**config.mk**
```make
export PLATFORM = sky130hd
export DESIGN_NAME = load_align_unit
export DESIGN_NICKNAME = d
export VERILOG_FILES = /design/src/rtl/load_align_pkg.sv /design/src/rtl/load_extract.sv /design/src/rtl/load_align_unit.sv
export SDC_FILE = /design/constraint.sdc
export NUM_CORES = 1
export LEC_CHECK = 0
export CORE_MARGIN = 5
export CORE_UTILIZATION = 56
export CTS_CLUSTER_SIZE = 12
export DETAILED_ROUTE_END_ITERATION = 8
export PLACE_DENSITY = 0.95
export SETUP_SLACK_MARGIN = 0.2
export SLEW_MARGIN = 10
export SYNTH_ARGS = -nofsm -noshare
export SYNTH_HDL_FRONTEND = slang
export SYNTH_HIERARCHICAL = 1
export SYNTH_SLANG_ARGS = --single-unit
```
**constraint.sdc**
```tcl
create_clock -name clk -period 6.18 [get_ports clk]
set_input_delay 0.618 -clock clk [delete_from_list [all_inputs] [get_ports clk]]
set_output_delay 0.618 -clock clk [all_outputs]
set_load 0.05 [all_outputs]
```
**src/rtl/load_align_pkg.sv**
```systemverilog
// -----------------------------------------------------------------------------
// load_align_pkg
// Shared definitions for the load alignment unit:
//   - width-code constants carried on req_width
//   - FSM state encoding used by load_align_unit
//   - size_of()   : number of bytes a width code loads on a bus of bus_bytes
//   - is_signed() : whether a width code sign-extends its result
// Optional feature macro used by the unit: LOAD_ALIGN_SPLIT_EN.
// -----------------------------------------------------------------------------
package load_align_pkg;

  // Width codes presented on req_width.
  localparam logic [2:0] MEM_NO     = 3'b000;  // full bus width, unsigned
  localparam logic [2:0] MEM_DOUBLE = 3'b001;
  localparam logic [2:0] MEM_WORD   = 3'b010;
  localparam logic [2:0] MEM_HALF   = 3'b011;
  localparam logic [2:0] MEM_BYTE   = 3'b100;
  localparam logic [2:0] MEM_UNWORD = 3'b101;
  localparam logic [2:0] MEM_UNHALF = 3'b110;
  localparam logic [2:0] MEM_UNBYTE = 3'b111;

  // Controller states. REQ1/WAIT1 only get used when split loads are built.
  typedef enum logic [2:0] {
    ST_IDLE  = 3'd0,
    ST_REQ0  = 3'd1,
    ST_WAIT0 = 3'd2,
    ST_REQ1  = 3'd3,
    ST_WAIT1 = 3'd4,
    ST_RESP  = 3'd5
  } state_e;

  // Bytes loaded by a width code. MEM_NO means "whole bus word", so the bus
  // width has to be supplied by the caller.
  function automatic logic [3:0] size_of(input logic [2:0] width,
                                         input logic [3:0] bus_bytes);
    logic [3:0] size;
    case (width)
      MEM_NO:                 size = bus_bytes;
      MEM_DOUBLE:             size = 4'd8;
      MEM_WORD, MEM_UNWORD:   size = 4'd4;
      MEM_HALF, MEM_UNHALF:   size = 4'd2;
      MEM_BYTE, MEM_UNBYTE:   size = 4'd1;
      default:                size = bus_bytes;
    endcase
    return size;
  endfunction

  // Signed codes are double/word/half/byte; MEM_NO and the MEM_UN* codes
  // zero-extend.
  function automatic logic is_signed(input logic [2:0] width);
    logic sgn;
    case (width)
      MEM_DOUBLE, MEM_WORD, MEM_HALF, MEM_BYTE: sgn = 1'b1;
      default:                                  sgn = 1'b0;
    endcase
    return sgn;
  endfunction

endpackage

```
**src/rtl/load_extract.sv**
```systemverilog
// -----------------------------------------------------------------------------
// load_extract
// Combinational byte extraction for the load alignment unit. The two captured
// bus beats are concatenated as {hi, lo}, shifted right by 8*off, trimmed to the
// number of bytes the width code asks for and then sign- or zero-extended.
//
// Ports:
//   hi_i    [DATA_W-1:0]  upper beat (zero when the load did not straddle)
//   lo_i    [DATA_W-1:0]  lower beat
//   off_i   [OFF_W-1:0]   byte offset of the load within the lower beat
//   width_i [2:0]         width code
//   data_o  [DATA_W-1:0]  aligned, extended result
// -----------------------------------------------------------------------------
module load_extract
  import load_align_pkg::*;
#(
  parameter  int DATA_W = 64,
  localparam int BYTES  = DATA_W / 8,
  localparam int OFF_W  = $clog2(BYTES)
) (
  input  logic [DATA_W-1:0] hi_i,
  input  logic [DATA_W-1:0] lo_i,
  input  logic [OFF_W-1:0]  off_i,
  input  logic [2:0]        width_i,
  output logic [DATA_W-1:0] data_o
);

  logic [2*DATA_W-1:0] both_s;
  logic [2*DATA_W-1:0] shifted_s;
  logic [DATA_W-1:0]   low_s;
  logic [3:0]          size_s;
  logic                msb_s;
  logic                sign_s;

  // Shift the byte stream into place, then fill every byte above the loaded
  // size with the extension byte.
  always_comb begin
    both_s    = {hi_i, lo_i};
    shifted_s = both_s >> {off_i, 3'b000};
    low_s     = shifted_s[DATA_W-1:0];
    size_s    = size_of(width_i, 4'(BYTES));
    // Top bit of the loaded field; a full-width load keeps the bus MSB,
    // which also covers sizes that cannot occur on this bus width.
    case (size_s)
      4'd1:    msb_s = low_s[7];
      4'd2:    msb_s = low_s[15];
      4'd4:    msb_s = low_s[31];
      default: msb_s = low_s[DATA_W-1];
    endcase
    sign_s = msb_s & is_signed(width_i);
    data_o = {DATA_W{1'b0}};
    for (int i = 0; i < BYTES; i++) begin
      if (i < int'(size_s)) begin
        data_o[8*i +: 8] = low_s[8*i +: 8];
      end else begin
        data_o[8*i +: 8] = {8{sign_s}};
      end
    end
  end

endmodule

```
**src/rtl/load_align_unit.sv**
```systemverilog
// -----------------------------------------------------------------------------
// load_align_unit
// Sequential load alignment stage. Accepts one load request (byte address plus
// width code), issues one aligned bus read (two when the load straddles a bus
// word), merges the beats, extracts and extends the result and returns it on a
// valid/ready handshake. Only one load is in flight at a time.
//
// Optional feature macro: LOAD_ALIGN_SPLIT_EN
//   defined   : straddling loads are served with a second read (REQ1/WAIT1)
//   undefined : straddling loads are rejected with rsp_err and no bus access
//
// Ports:
//   clk, rstn                     clock, synchronous active-low reset
//   req_valid/req_ready           request handshake
//   req_addr  [ADDR_W-1:0]        byte address of the load
//   req_width [2:0]               width code (see load_align_pkg)
//   mem_req_valid/mem_req_ready   bus read request handshake
//   mem_req_addr [ADDR_W-1:0]     bus-word aligned read address
//   mem_rsp_valid                 read data valid (only honoured in WAIT states)
//   mem_rsp_data [DATA_W-1:0]     read data, little-endian
//   rsp_valid/rsp_ready           result handshake
//   rsp_data  [DATA_W-1:0]        aligned, extended result (0 on error)
//   rsp_err                       request was illegal
// -----------------------------------------------------------------------------
module load_align_unit
  import load_align_pkg::*;
#(
  parameter int DATA_W = 64,
  parameter int ADDR_W = 64
) (
  input  logic              clk,
  input  logic              rstn,
  input  logic              req_valid,
  output logic              req_ready,
  input  logic [ADDR_W-1:0] req_addr,
  input  logic [2:0]        req_width,
  output logic              mem_req_valid,
  input  logic              mem_req_ready,
  output logic [ADDR_W-1:0] mem_req_addr,
  input  logic              mem_rsp_valid,
  input  logic [DATA_W-1:0] mem_rsp_data,
  output logic              rsp_valid,
  input  logic              rsp_ready,
  output logic [DATA_W-1:0] rsp_data,
  output logic              rsp_err
);

  localparam int         BYTES   = DATA_W / 8;
  localparam int         OFF_W   = $clog2(BYTES);
  localparam logic [4:0] BYTES_L = 5'(BYTES);

  // ---------------------------------------------------------------------------
  // State and datapath registers
  // ---------------------------------------------------------------------------
  state_e              state_q,        state_d;
  logic [ADDR_W-1:0]   addr_q,         addr_d;        // aligned first-beat address
  logic [2:0]          width_q,        width_d;
  logic [OFF_W-1:0]    off_q,          off_d;
  logic [DATA_W-1:0]   lo_q,           lo_d;
`ifdef LOAD_ALIGN_SPLIT_EN
  logic                split_q,        split_d;
  logic [DATA_W-1:0]   hi_q,           hi_d;
`endif
  logic [ADDR_W-1:0]   mem_req_addr_q, mem_req_addr_d;
  logic [DATA_W-1:0]   rsp_data_q,     rsp_data_d;
  logic                rsp_err_q,      rsp_err_d;
  logic                req_ready_q;
  logic                mem_req_valid_q;
  logic                rsp_valid_q;

  // Request decode
  logic [OFF_W-1:0]    req_off_s;
  logic [3:0]          req_size_s;
  logic [4:0]          req_span_s;
  logic [ADDR_W-1:0]   req_aligned_s;
  logic                req_illegal_s;
`ifdef LOAD_ALIGN_SPLIT_EN
  logic                req_split_s;
`endif

  // Extraction inputs/outputs
  logic [DATA_W-1:0]   ext_hi_s;
  logic [DATA_W-1:0]   ext_lo_s;
  logic [DATA_W-1:0]   ext_data_s;

  assign req_ready     = req_ready_q;
  assign mem_req_valid = mem_req_valid_q;
  assign mem_req_addr  = mem_req_addr_q;
  assign rsp_valid     = rsp_valid_q;
  assign rsp_data      = rsp_data_q;
  assign rsp_err       = rsp_err_q;

  // Classify the incoming request: offset, size, straddle and legality.
  always_comb begin
    req_off_s     = req_addr[OFF_W-1:0];
    req_size_s    = size_of(req_width, 4'(BYTES));
    req_span_s    = 5'(req_off_s) + 5'(req_size_s);
    req_aligned_s = {req_addr[ADDR_W-1:OFF_W], {OFF_W{1'b0}}};
`ifdef LOAD_ALIGN_SPLIT_EN
    req_split_s   = (req_span_s > BYTES_L);
    // Only a load wider than the bus can never be served.
    req_illegal_s = (5'(req_size_s) > BYTES_L);
`else
    // Without the second read any straddle is unserviceable; this also
    // covers a load wider than the bus since off >= 0.
    req_illegal_s = (req_span_s > BYTES_L);
`endif
  end

  // Feed the extractor straight from the bus in the capturing WAIT state so
  // the result can be registered in the same cycle the last beat arrives.
  always_comb begin
    if (state_q == ST_WAIT0) begin
      ext_lo_s = mem_rsp_data;
    end else begin
      ext_lo_s = lo_q;
    end
`ifdef LOAD_ALIGN_SPLIT_EN
    if (state_q == ST_WAIT1) begin
      ext_hi_s = mem_rsp_data;
    end else begin
      ext_hi_s = hi_q;
    end
`else
    ext_hi_s = {DATA_W{1'b0}};
`endif
  end

  load_extract #(
    .DATA_W (DATA_W)
  ) u_extract (
    .hi_i    (ext_hi_s),
    .lo_i    (ext_lo_s),
    .off_i   (off_q),
    .width_i (width_q),
    .data_o  (ext_data_s)
  );

  // Next-state and datapath update logic of the load controller.
  always_comb begin
    state_d        = state_q;
    addr_d         = addr_q;
    width_d        = width_q;
    off_d          = off_q;
    lo_d           = lo_q;
`ifdef LOAD_ALIGN_SPLIT_EN
    split_d        = split_q;
    hi_d           = hi_q;
`endif
    mem_req_addr_d = mem_req_addr_q;
    rsp_data_d     = rsp_data_q;
    rsp_err_d      = rsp_err_q;

    case (state_q)
      ST_IDLE: begin
        if (req_valid) begin
          addr_d  = req_aligned_s;
          width_d = req_width;
          off_d   = req_off_s;
          lo_d    = {DATA_W{1'b0}};
`ifdef LOAD_ALIGN_SPLIT_EN
          split_d = req_split_s;
          hi_d    = {DATA_W{1'b0}};
`endif
          if (req_illegal_s) begin
            state_d    = ST_RESP;
            rsp_data_d = {DATA_W{1'b0}};
            rsp_err_d  = 1'b1;
          end else begin
            state_d        = ST_REQ0;
            mem_req_addr_d = req_aligned_s;
          end
        end else begin
          state_d = ST_IDLE;
        end
      end

      ST_REQ0: begin
        if (mem_req_ready) begin
          state_d = ST_WAIT0;
        end else begin
          state_d = ST_REQ0;
        end
      end

      ST_WAIT0: begin
        if (mem_rsp_valid) begin
          lo_d = mem_rsp_data;
`ifdef LOAD_ALIGN_SPLIT_EN
          if (split_q) begin
            state_d        = ST_REQ1;
            // Next bus word; wraps at the top of the address space.
            mem_req_addr_d = addr_q + ADDR_W'(BYTES);
          end else begin
            state_d    = ST_RESP;
            rsp_data_d = ext_data_s;
            rsp_err_d  = 1'b0;
          end
`else
          state_d    = ST_RESP;
          rsp_data_d = ext_data_s;
          rsp_err_d  = 1'b0;
`endif
        end else begin
          state_d = ST_WAIT0;
        end
      end

`ifdef LOAD_ALIGN_SPLIT_EN
      ST_REQ1: begin
        if (mem_req_ready) begin
          state_d = ST_WAIT1;
        end else begin
          state_d = ST_REQ1;
        end
      end

      ST_WAIT1: begin
        if (mem_rsp_valid) begin
          hi_d       = mem_rsp_data;
          state_d    = ST_RESP;
          rsp_data_d = ext_data_s;
          rsp_err_d  = 1'b0;
        end else begin
          state_d = ST_WAIT1;
        end
      end
`endif

      ST_RESP: begin
        if (rsp_ready) begin
          state_d = ST_IDLE;
        end else begin
          state_d = ST_RESP;
        end
      end

      default: begin
        state_d = ST_IDLE;
      end
    endcase
  end

  // State, datapath and output registers. Handshake outputs are registered
  // from the next state so each one is a clean flop output.
  always_ff @(posedge clk) begin
    if (!rstn) begin
      state_q         <= ST_IDLE;
      addr_q          <= {ADDR_W{1'b0}};
      width_q         <= 3'b000;
      off_q           <= {OFF_W{1'b0}};
      lo_q            <= {DATA_W{1'b0}};
`ifdef LOAD_ALIGN_SPLIT_EN
      split_q         <= 1'b0;
      hi_q            <= {DATA_W{1'b0}};
`endif
      mem_req_addr_q  <= {ADDR_W{1'b0}};
      rsp_data_q      <= {DATA_W{1'b0}};
      rsp_err_q       <= 1'b0;
      req_ready_q     <= 1'b1;
      mem_req_valid_q <= 1'b0;
      rsp_valid_q     <= 1'b0;
    end else begin
      state_q         <= state_d;
      addr_q          <= addr_d;
      width_q         <= width_d;
      off_q           <= off_d;
      lo_q            <= lo_d;
`ifdef LOAD_ALIGN_SPLIT_EN
      split_q         <= split_d;
      hi_q            <= hi_d;
`endif
      mem_req_addr_q  <= mem_req_addr_d;
      rsp_data_q      <= rsp_data_d;
      rsp_err_q       <= rsp_err_d;
      req_ready_q     <= (state_d == ST_IDLE);
      mem_req_valid_q <= (state_d == ST_REQ0) || (state_d == ST_REQ1);
      rsp_valid_q     <= (state_d == ST_RESP);
    end
  end

endmodule

```
==> flow_summary.toml, run 1 <==
[status]
outcome = "finished clean"

[cts]
tritoncts = "yes"
numCtsBuffers = 23
cts.htree.levels = 1
post-cts-setup-buffers = 0
holdBufCountCts = 0
cts_resized = 0
clkTransAtPathRegs_ns = 0.06
cts.root.buffer_cell = "clkbuf_16"
clk_latency_ns = 0.53
clk_path_buf_depth = 3
cts_num_sinks = 202

[global_routing]
gr-total-overflow = 0
first_global_vias = 12320
grt_start_max_net_pins = 120
track_usage = 0.3160
grt_pass1_wl_um = 67090
antenna_found_initial = 1

[routing]
vias_per_cell = 6.229
wl_um = 43380
drtAntennaViolNets = 0
via_count = 12460
drc_errors = 0
routedWlPerCell_um = 21.69
drtIter0Drc = 1516
first_pass_iters = 6

[pwr]
peakVddDrop_v = 0.0001953
power.leakage_nw = 6.055
p_total_mw = 3.802
powerDensity_nw_per_um2 = 228.1

[synthesis]
synthTopCellsByArea = "dfxtp_1 31%, mux2i_1 14%, mux4_2 8.4%"
synth_cells = 1393
yosysUniqueCellTypes = 52
synthFlopType = "dfxtp_1"
netlist_area_um2 = 12920
synth_top_area_share = 0.3131
synth_area_leader_cell = "dfxtp_1"
synth_edf_count = 0
ys_seq_area_frac = 0.3131
async_reset_ff_frac = 0
synth_warnings = 6
synth-seq-cells = 202
avgSynthCellArea_um2 = 9.273

[worst_setup_path]
start_kind = "flop"
cp-end-kind = "flop"
critPathMaxStageDelay_ns = 0.77
cp.required_ns = 6.55
critPathKind = "reg2reg"
crit_chain = "nor3b_4 -> mux2_2 -> mux4_2 -> mux2i_1 -> o22ai_4 -> nor3_2 -> a211oi_1 -> a2bb2oi_1 -> o31ai_1"
cp_num_buf_inv = 0
path_delay_family = "multiplexers"
slowest_stage = "nor3b_4"
arrival_ns = 4.47
cp_max_fo = 19

[run]
cap_violations = 0

[die]
start_util = 0.5688
ios = 269
die_area_um2 = 26200
die_h_um = 161.9
num_rows = 55
core_um2 = 22710
die_x_um = 161.9

[timing]
min_period_ns = 4.098
rsz0062_at_grt = "no"
hold_viol = 0
worst_pin_slew_ns = 1.208
fin_ws_ns = 2.082
drv_slew = 0
fmax_mhz = 244.0
finClkSkew_ns = 0.01418
finalSetupTns_ns = 0
relSlewSlack = 0.1948
setup_viol_count_final = 0
fin_crit_sh = 0.6631

[place]
port-buffer-count = 265
gp_congestion = 0.9558
dpl_worst_slack_ns = 1.989
dp_hpwl_um = 29710

[worst_hold_path]
min_path_type = "reg2reg"

[cells_and_area]
finalNetCount = 1847
synthToLayoutAreaGrowth_pct = 29.02
drive_gt1_frac = 0.1249
layout by cell type (no fill, tap or decap), drive strengths merged, types with 3 or more instances in the layout:
| cell | count |
|---|---|
| nand3 | 68 |
| clkbuf | 31 |
| a21boi | 72 |
| mux2i | 176 |
| nor3 | 22 |
| conb | 140 |
| mux2 | 89 |
| ha | 11 |
| nand2 | 271 |
| o31ai | 64 |
| and2 | 4 |
| a21oi | 24 |
| a211oi | 53 |
| nor2 | 36 |
| dfxtp | 202 |
| o31a | 3 |
| clkinv | 7 |
| nor4 | 3 |
| inv | 7 |
| clkdlybuf4s50 | 264 |
| a2bb2oi | 64 |
| o211a | 4 |
| o22ai | 4 |
| mux4 | 48 |
| o21ai | 6 |
| nor2b | 3 |
| buf | 14 |
cells in the mapped netlist (2+ instances only):
| master | count |
|---|---|
| o31ai_1 | 64 |
| o31a_1 | 3 |
| and3b_1 | 2 |
| nand2_1 | 271 |
| nor3_1 | 18 |
| buf_2 | 44 |
| inv_1 | 5 |
| dfxtp_1 | 202 |
| and3_1 | 2 |
| o211a_1 | 4 |
| nand3_1 | 68 |
| mux2i_1 | 175 |
| ha_1 | 11 |
| o22ai_1 | 3 |
| buf_6 | 9 |
| a2bb2oi_1 | 64 |
| o311a_1 | 2 |
| buf_1 | 14 |
| nor3_2 | 3 |
| o21ai_1 | 2 |
| mux4_2 | 48 |
| nor4_4 | 3 |
| mux2_2 | 89 |
| a22oi_1 | 2 |
| and2_1 | 4 |
| clkbuf_1 | 64 |
| a21boi_1 | 34 |
| nand4b_1 | 2 |
| or2_2 | 2 |
| nor2_1 | 36 |
| a211oi_1 | 53 |
| a21boi_0 | 38 |
| o21ai_0 | 4 |
| nor2b_1 | 3 |
| a21oi_2 | 3 |
| buf_4 | 6 |
| a21oi_1 | 21 |
metrics by stage:
step	cells	util	area, um^2	hold slack (ns)
after floorplan	1532	-	13440	0.4326
after global routing	1999	0.7338	16660	0.4734
after detailed placement	1958	0.7021	15940	0.4443
final	2000	0.7339	16670	0.4533
after global placement	1958	0.7021	15940	0.4375
after CTS	1998	0.7337	16660	0.4530
sequential cells by signal, summed over array words and instances (netlist names):
register       flops
state_q            3
rsp_valid          1
mem_req_valid      1
off_q              3
width_q            3
lo_q              64
rsp_data          64
req_ready          1
rsp_err            1
mem_req_addr      61
worst register-to-register path, delay by kind of cell (launching register included):
family / cells / cell delay, ns
and+or+nand+nor: 2 / 1.31
muxes: 3 / 1.40
DFF: 1 / 0.41
AOI/OAI and AO/OA: 4 / 0.82
power breakdown:
| group | total (mW) | internal, mW | switching (mW) |
|---|---|---|---|
| registers | 1.41 | 1.36 | 0.0515 |
| logic | 1.07 | 0.421 | 0.650 |
| clock network | 1.32 | 0.747 | 0.578 |
| total | 3.80 | 2.52 | 1.28 |
path summary, 6_finish.rpt:
| kind | startpoint | to | slack (ns) | cells past startpoint |
|---|---|---|---|---|
| max | state_q[1] | rsp_data[58] | 2.08 | 9 |
| min | lo_q[42] | lo_q[42] | 0.45 | 2 |
| max reg2reg | state_q[1] | rsp_data[58] | 2.08 | 9 |
| min reg2reg | lo_q[42] | lo_q[42] | 0.45 | 2 |
cell families after synthesis:
logic type / synth area share
AOI/OAI and AO/OA: 0.1777
xor gates and xnor gates: 0.0006782
adders and majority gates: 0.01220
buffers and inverters: 0.05250
DFF: 0.3131
muxes: 0.2986
other: 0.0002903
and+or+nand+nor: 0.1449
area by class of cell:
cell class,count,area [um^2]
fill,1438,6043
multi-input combinational,1188,8762
clock inverter,9,61.31
clock buffer,31,655.6
tap,285,356.6
inverter,5,18.77
antenna,2,5.005
timing repair buffer,278,2751
sequential,202,4055
per-layer routing:
layer  global-route usage  vias to the layer above  share of wire
met5                    0                        -              0
met4               0.1588                        0          0.060
met3              0.07409                      187          0.097
met2               0.5344                      781           0.47
met1               0.3771                     5884           0.37
li1                     -                     5606              -
Power figures use the tool's default switching activity.
==> run 2: changes to the inputs <==
--- a/config.mk
+++ b/config.mk
@@ -6,10 +6,10 @@
 export NUM_CORES = 1
 export LEC_CHECK = 0
 export CORE_MARGIN = 5
-export CORE_UTILIZATION = 56
+export CORE_UTILIZATION = 52
 export CTS_CLUSTER_SIZE = 12
 export DETAILED_ROUTE_END_ITERATION = 8
-export PLACE_DENSITY = 0.95
+export PLACE_DENSITY = 0.91
 export SETUP_SLACK_MARGIN = 0.2
 export SLEW_MARGIN = 10
 export SYNTH_ARGS = -nofsm -noshare
==> constraint.sdc (replaced) <==
create_clock -name clk -period 4.3 [get_ports clk]
set_input_delay 0.43 -clock clk [delete_from_list [all_inputs] [get_ports clk]]
set_output_delay 0.43 -clock clk [all_outputs]
set_load 0.05 [all_outputs]
==> flow_summary.toml, run 2 (same netlist as run 1, synthesis figures left out) <==
[cts]
cts_num_sinks = 202
post-cts-setup-buffers = 0
cts.htree.levels = 1
tritoncts = "yes"
clk_latency_ns = 0.54
cts.root.buffer_cell = "clkbuf_16"
cts_resized = 0
numCtsBuffers = 24
clkTransAtPathRegs_ns = 0.06
clk_path_buf_depth = 3
holdBufCountCts = 0

[worst_hold_path]
min_path_type = "in2reg"

[die]
core_um2 = 24390
die_area_um2 = 28090
ios = 269
die_x_um = 167.6
die_h_um = 167.6
num_rows = 57
start_util = 0.5296

[routing]
routedWlPerCell_um = 20.03
via_count = 12110
first_pass_iters = 7
drtAntennaViolNets = 0
vias_per_cell = 5.937
drc_errors = 0
wl_um = 40860
drtIter0Drc = 1541

[timing]
min_period_ns = 3.725
fmax_mhz = 268.5
relSlewSlack = 0.1800
fin_crit_sh = 0.8662
finalSetupTns_ns = 0
drv_slew = 0
finClkSkew_ns = 0.01454
setup_viol_count_final = 0
rsz0062_at_grt = "no"
worst_pin_slew_ns = 1.196
hold_viol = 0

[cells_and_area]
regArea_um2 = 4055
fillers = 1697
mostFrequentLayoutCell = "nand2_1"
synthToLayoutAreaGrowth_pct = 30.58
final_area_um2 = 16870
finalNetCount = 1849
multi_input_area_um2 = 8762
mostFrequentLayoutCells = "271 x nand2_1, 264 x clkdlybuf4s50_1, 199 x dfxtp_1"
drive_gt1_frac = 0.1253
num_antenna_cells = 0

[worst_setup_path]
reg2reg_slack_ns = 0.58
rr_worst_depth = 10
cp_max_fo = 45
arrival_ns = 4.12
r2r_start = "state_q[1]"
cp.depth = 10
crit_chain = "nor3b_4 -> buf_4 -> mux2_2 -> mux2i_1 -> mux4_2 -> o22ai_4 -> nor3_2 -> o22ai_1 -> a2bb2oi_1 -> o31ai_1"
critPathMaxStageDelay_ns = 0.56
cp.required_ns = 4.69
path_delay_family = "simple AND/OR/NAND/NOR gates"
worstSetupStartpoint = "state_q[1]"
cp_num_buf_inv = 1
slowest_stage = "nor3_2"
worstReg2RegEnd = "rsp_data[31]"
start_kind = "flop"
crit_end = "rsp_data[31]"
cp-end-kind = "flop"
critPathKind = "reg2reg"

[global_routing]
grt_start_max_net_pins = 180
antenna_found_initial = 0
gr-total-overflow = 0
track_usage = 0.2740
first_global_vias = 11660
grt_pass1_wl_um = 63320

[pwr]
peakVddDrop_v = 0.0003085
power.leakage_nw = 6.104
powerDensity_nw_per_um2 = 330.1

[run]
cap_violations = 0

[place]
dp_hpwl_um = 29150
port-buffer-count = 265
gp_congestion = 0.9638
postPlaceCellArea_um2 = 16060

[status]
outcome = "finished clean"
==> run 2: cell types whose count changed in the layout (fill, tap and decap cells not counted), sizes merged <==
| cell | before | now |
|---|---|---|
| buf | 14 | 15 |
| bufinv | 0 | 1 |
| clkbuf | 31 | 33 |
| clkinv | 7 | 6 |
| clkinvlp | 0 | 1 |
| diode | 2 | 0 |
| inv | 7 | 6 |
==> run 2: power by group <==
group          internal (mW)  switching [mW]
registers               1.95          0.0737
clock network           1.19           0.841
logic                  0.616           0.905
total                   3.75            1.82
==> run 2: worst min-delay path by stage <==
stage                 start                to  slack [ns]  cells after the start
2_1_floorplan       lo_q[0]           lo_q[0]        0.43                      2
3_3_place_gp       lo_q[60]          lo_q[60]        0.44                      2
3_5_place_dp       lo_q[38]          lo_q[38]        0.44                      2
4_1_cts                rstn          lo_q[14]        0.42                      2
5_1_grt        req_addr[52]  mem_req_addr[52]        0.44                      3
6_report               rstn      rsp_data[46]        0.42                      3
==> run 2: layout make-up <==
class                   count  area share
clock buffers              33     0.04065
clock inverters             9    0.006305
inverters                   5    0.001113
multi-input cells        1188      0.5195
flip-flops and latches    202      0.2404
well taps                 324     0.02403
repair buffers            279      0.1680
==> run 2: metrics by stage <==
stage | util | cells | hold slack (ns) | power, mW | setup WS (ns)
3_5_place_dp | 0.6583 | 1997 | 0.4441 | 3.539 | 0.6895
4_1_cts | 0.6907 | 2039 | 0.4215 | 5.559 | 0.6379
6_report | 0.6915 | 2040 | 0.4223 | 5.569 | 0.5755
3_3_place_gp | 0.6583 | 1997 | 0.4374 | 3.515 | 0.8537
5_1_grt | 0.6915 | 2040 | 0.4439 | 5.764 | 0.3841
2_1_floorplan | - | 1532 | 0.4326 | 3.089 | 1.089
==> run 2: worst min-delay path, delay by kind of cell <==
kind            cells  cell delay (ns)
compound gates      1             0.06
simple gates        1             0.17
buf+inv             1             0.24
==> run 2: per-layer routing <==
layer,part of all wire,track usage,routed length [um]
met4,0.062,0.1436,2546
met1,0.38,0.3469,15350
met2,0.46,0.4341,18720
met5,0,0,0
met3,0.10,0.06671,4245
==> run 3: changes to the inputs <==
--- a/config.mk
+++ b/config.mk
@@ -6,11 +6,10 @@
 export NUM_CORES = 1
 export LEC_CHECK = 0
 export CORE_MARGIN = 5
-export CORE_UTILIZATION = 52
+export CORE_UTILIZATION = 46
 export CTS_CLUSTER_SIZE = 12
 export DETAILED_ROUTE_END_ITERATION = 8
-export PLACE_DENSITY = 0.91
-export SETUP_SLACK_MARGIN = 0.2
+export PLACE_DENSITY = 0.86
 export SLEW_MARGIN = 10
 export SYNTH_ARGS = -nofsm -noshare
 export SYNTH_HDL_FRONTEND = slang
==> constraint.sdc (replaced) <==
create_clock -name clk -period 3.4 [get_ports clk]
set_input_delay 0.34 -clock clk [delete_from_list [all_inputs] [get_ports clk]]
set_output_delay 0.34 -clock clk [all_outputs]
set_load 0.05 [all_outputs]
==> flow_summary.toml, run 3 (same netlist as run 1, synthesis figures left out) <==
[routing]
drc_errors = 0
first_pass_iters = 5
drtAntennaViolNets = 0
drtIter0Drc = 1357
vias_per_cell = 5.657
wl_um = 40180
via_count = 11910
routedWlPerCell_um = 19.08

[timing]
min_period_ns = 3.233
holdWs_ns = 0.3410
rsz0062_at_grt = "no"
worst_pin_slew_ns = 1.012
relSlewSlack = 0.3251
fin_ws_ns = 0.1672
fmax_mhz = 309.3
finClkSkew_ns = 0.009832
drv_slew = 0
fin_crit_sh = 0.9508
setup_viol_count_final = 0
finalSetupTns_ns = 0
hold_viol = 0

[pwr]
p_int_mw = 4.659
peakVddDrop_v = 0.0005033
swShare = 0.3252
net-switching-power_mw = 2.245
p_clk_frac = 0.347
pwr-share-seq = 0.366
combPwrFrac = 0.287
powerDensity_nw_per_um2 = 404.8
power.leakage_nw = 6.168

[die]
die_h_um = 177.6
core_um2 = 27780
die_x_um = 177.6
die_area_um2 = 31530
start_util = 0.4650
num_rows = 61
ios = 269

[place]
dp_hpwl_um = 29560
dpl_worst_slack_ns = 0.02580
port-buffer-count = 265
gp_congestion = 0.9064

[worst_setup_path]
slowest_stage = "mux4_2"
cp_num_buf_inv = 1
critPathKind = "reg2reg"
path_delay_family = "multiplexers"
cp.required_ns = 3.80
reg2reg_slack_ns = 0.17
cp-end-kind = "flop"
arrival_ns = 3.63
critPathMaxStageDelay_ns = 0.52
cp_max_fo = 20
crit_chain = "nor3b_4 -> buf_12 -> mux2_2 -> mux4_2 -> mux2i_4 -> nand4_4 -> a21oi_1 -> a211oi_1 -> a2bb2oi_1 -> o31ai_1"
start_kind = "flop"

[global_routing]
first_global_vias = 11640
grt_pass1_wl_um = 62000
gr-total-overflow = 0
antenna_found_initial = 1
grt_start_max_net_pins = 117
track_usage = 0.2425

[cts]
cts.root.buffer_cell = "clkbuf_16"
clk_latency_ns = 0.52
clkTransAtPathRegs_ns = 0.06
tritoncts = "yes"
cts.htree.levels = 1
cts_num_sinks = 202
numCtsBuffers = 23
clk_path_buf_depth = 3

[cells_and_area]
drive_gt1_frac = 0.1360
mostFrequentLayoutCell = "nand2_1"
num_antenna_cells = 0
synthToLayoutAreaGrowth_pct = 32.03
mostFrequentLayoutCells = "271 x nand2_1, 264 x clkdlybuf4s50_1, 198 x dfxtp_1"
finalNetCount = 1862
utilization = 0.6139

[run]
cap_violations = 0

[status]
outcome = "finished clean"

[worst_hold_path]
min_path_type = "in2reg"
run 3: cell types whose count changed in the layout (fill, tap and decap cells not counted), sizes merged:
cell,before,now
clkinvlp,1,0
buf,15,29
clkinv,6,7
bufinv,1,0
clkbuf,33,32
run 3: final cells by class:
class	count	area [um^2]
Clock buffer	32	680.7
Clock inverter	8	43.79
Fill cell	2276	10730
Inverter	5	18.77
Multi-Input combinational cell	1188	8790
Sequential cell	202	4056
Tap cell	378	473.0
Timing Repair Buffer	293	2993
run 3: path summary, 6_finish.rpt:
path / start / end / cells after the start
setup / recovery: state_q[2] / rsp_data[56] / 10
hold / removal: rstn / rsp_data[52] / 3
setup reg to reg: state_q[2] / rsp_data[56] / 10
hold reg to reg: lo_q[3] / lo_q[3] / 2
run 3: power by group through the flow:
stage,clock network (mW),logic (mW),registers (mW)
3_3_place_gp,0,1.91,2.57
2_1_floorplan,0,1.07,2.83
4_1_cts,2.44,1.94,2.52
3_5_place_dp,0,1.93,2.58
6_report,2.40,1.98,2.53
5_1_grt,2.55,2.09,2.54
run 3: what timing repair did:
item / CTS / global route
endpoints found under the setup margin: 0 / 46
endpoints found under the hold margin: 0 / 0
setup buffers: 0 / 3
hold buffers: 0 / 0
gates resized for setup: 0 / 8
run 3: stage by stage:
| step | total power, mW | instances | cell area, um^2 |
|---|---|---|---|
| after CTS | 6.904 | 2103 | 16990 |
| after global routing | 7.173 | 2106 | 17060 |
| after global placement | 4.478 | 2063 | 16260 |
| after detailed placement | 4.507 | 2063 | 16260 |
| after floorplan | 3.907 | 1532 | 13440 |
| final | 6.903 | 2106 | 17060 |
run 3: tightest hold or removal path: cells and delay by family:
family,cells,cell delay (ns)
AO/OA/AOI/OAI,1,0.06
buffers and inverters,1,0.22
AND/OR/NAND/NOR,1,0.17
run 3: metal layers:
layer,vias to the layer above,track usage,part of all wire
met5,-,0,0.00025
met4,2,0.09571,0.044
met3,105,0.05369,0.085
met2,484,0.3911,0.47
met1,5684,0.3172,0.40
li1,5638,-,-
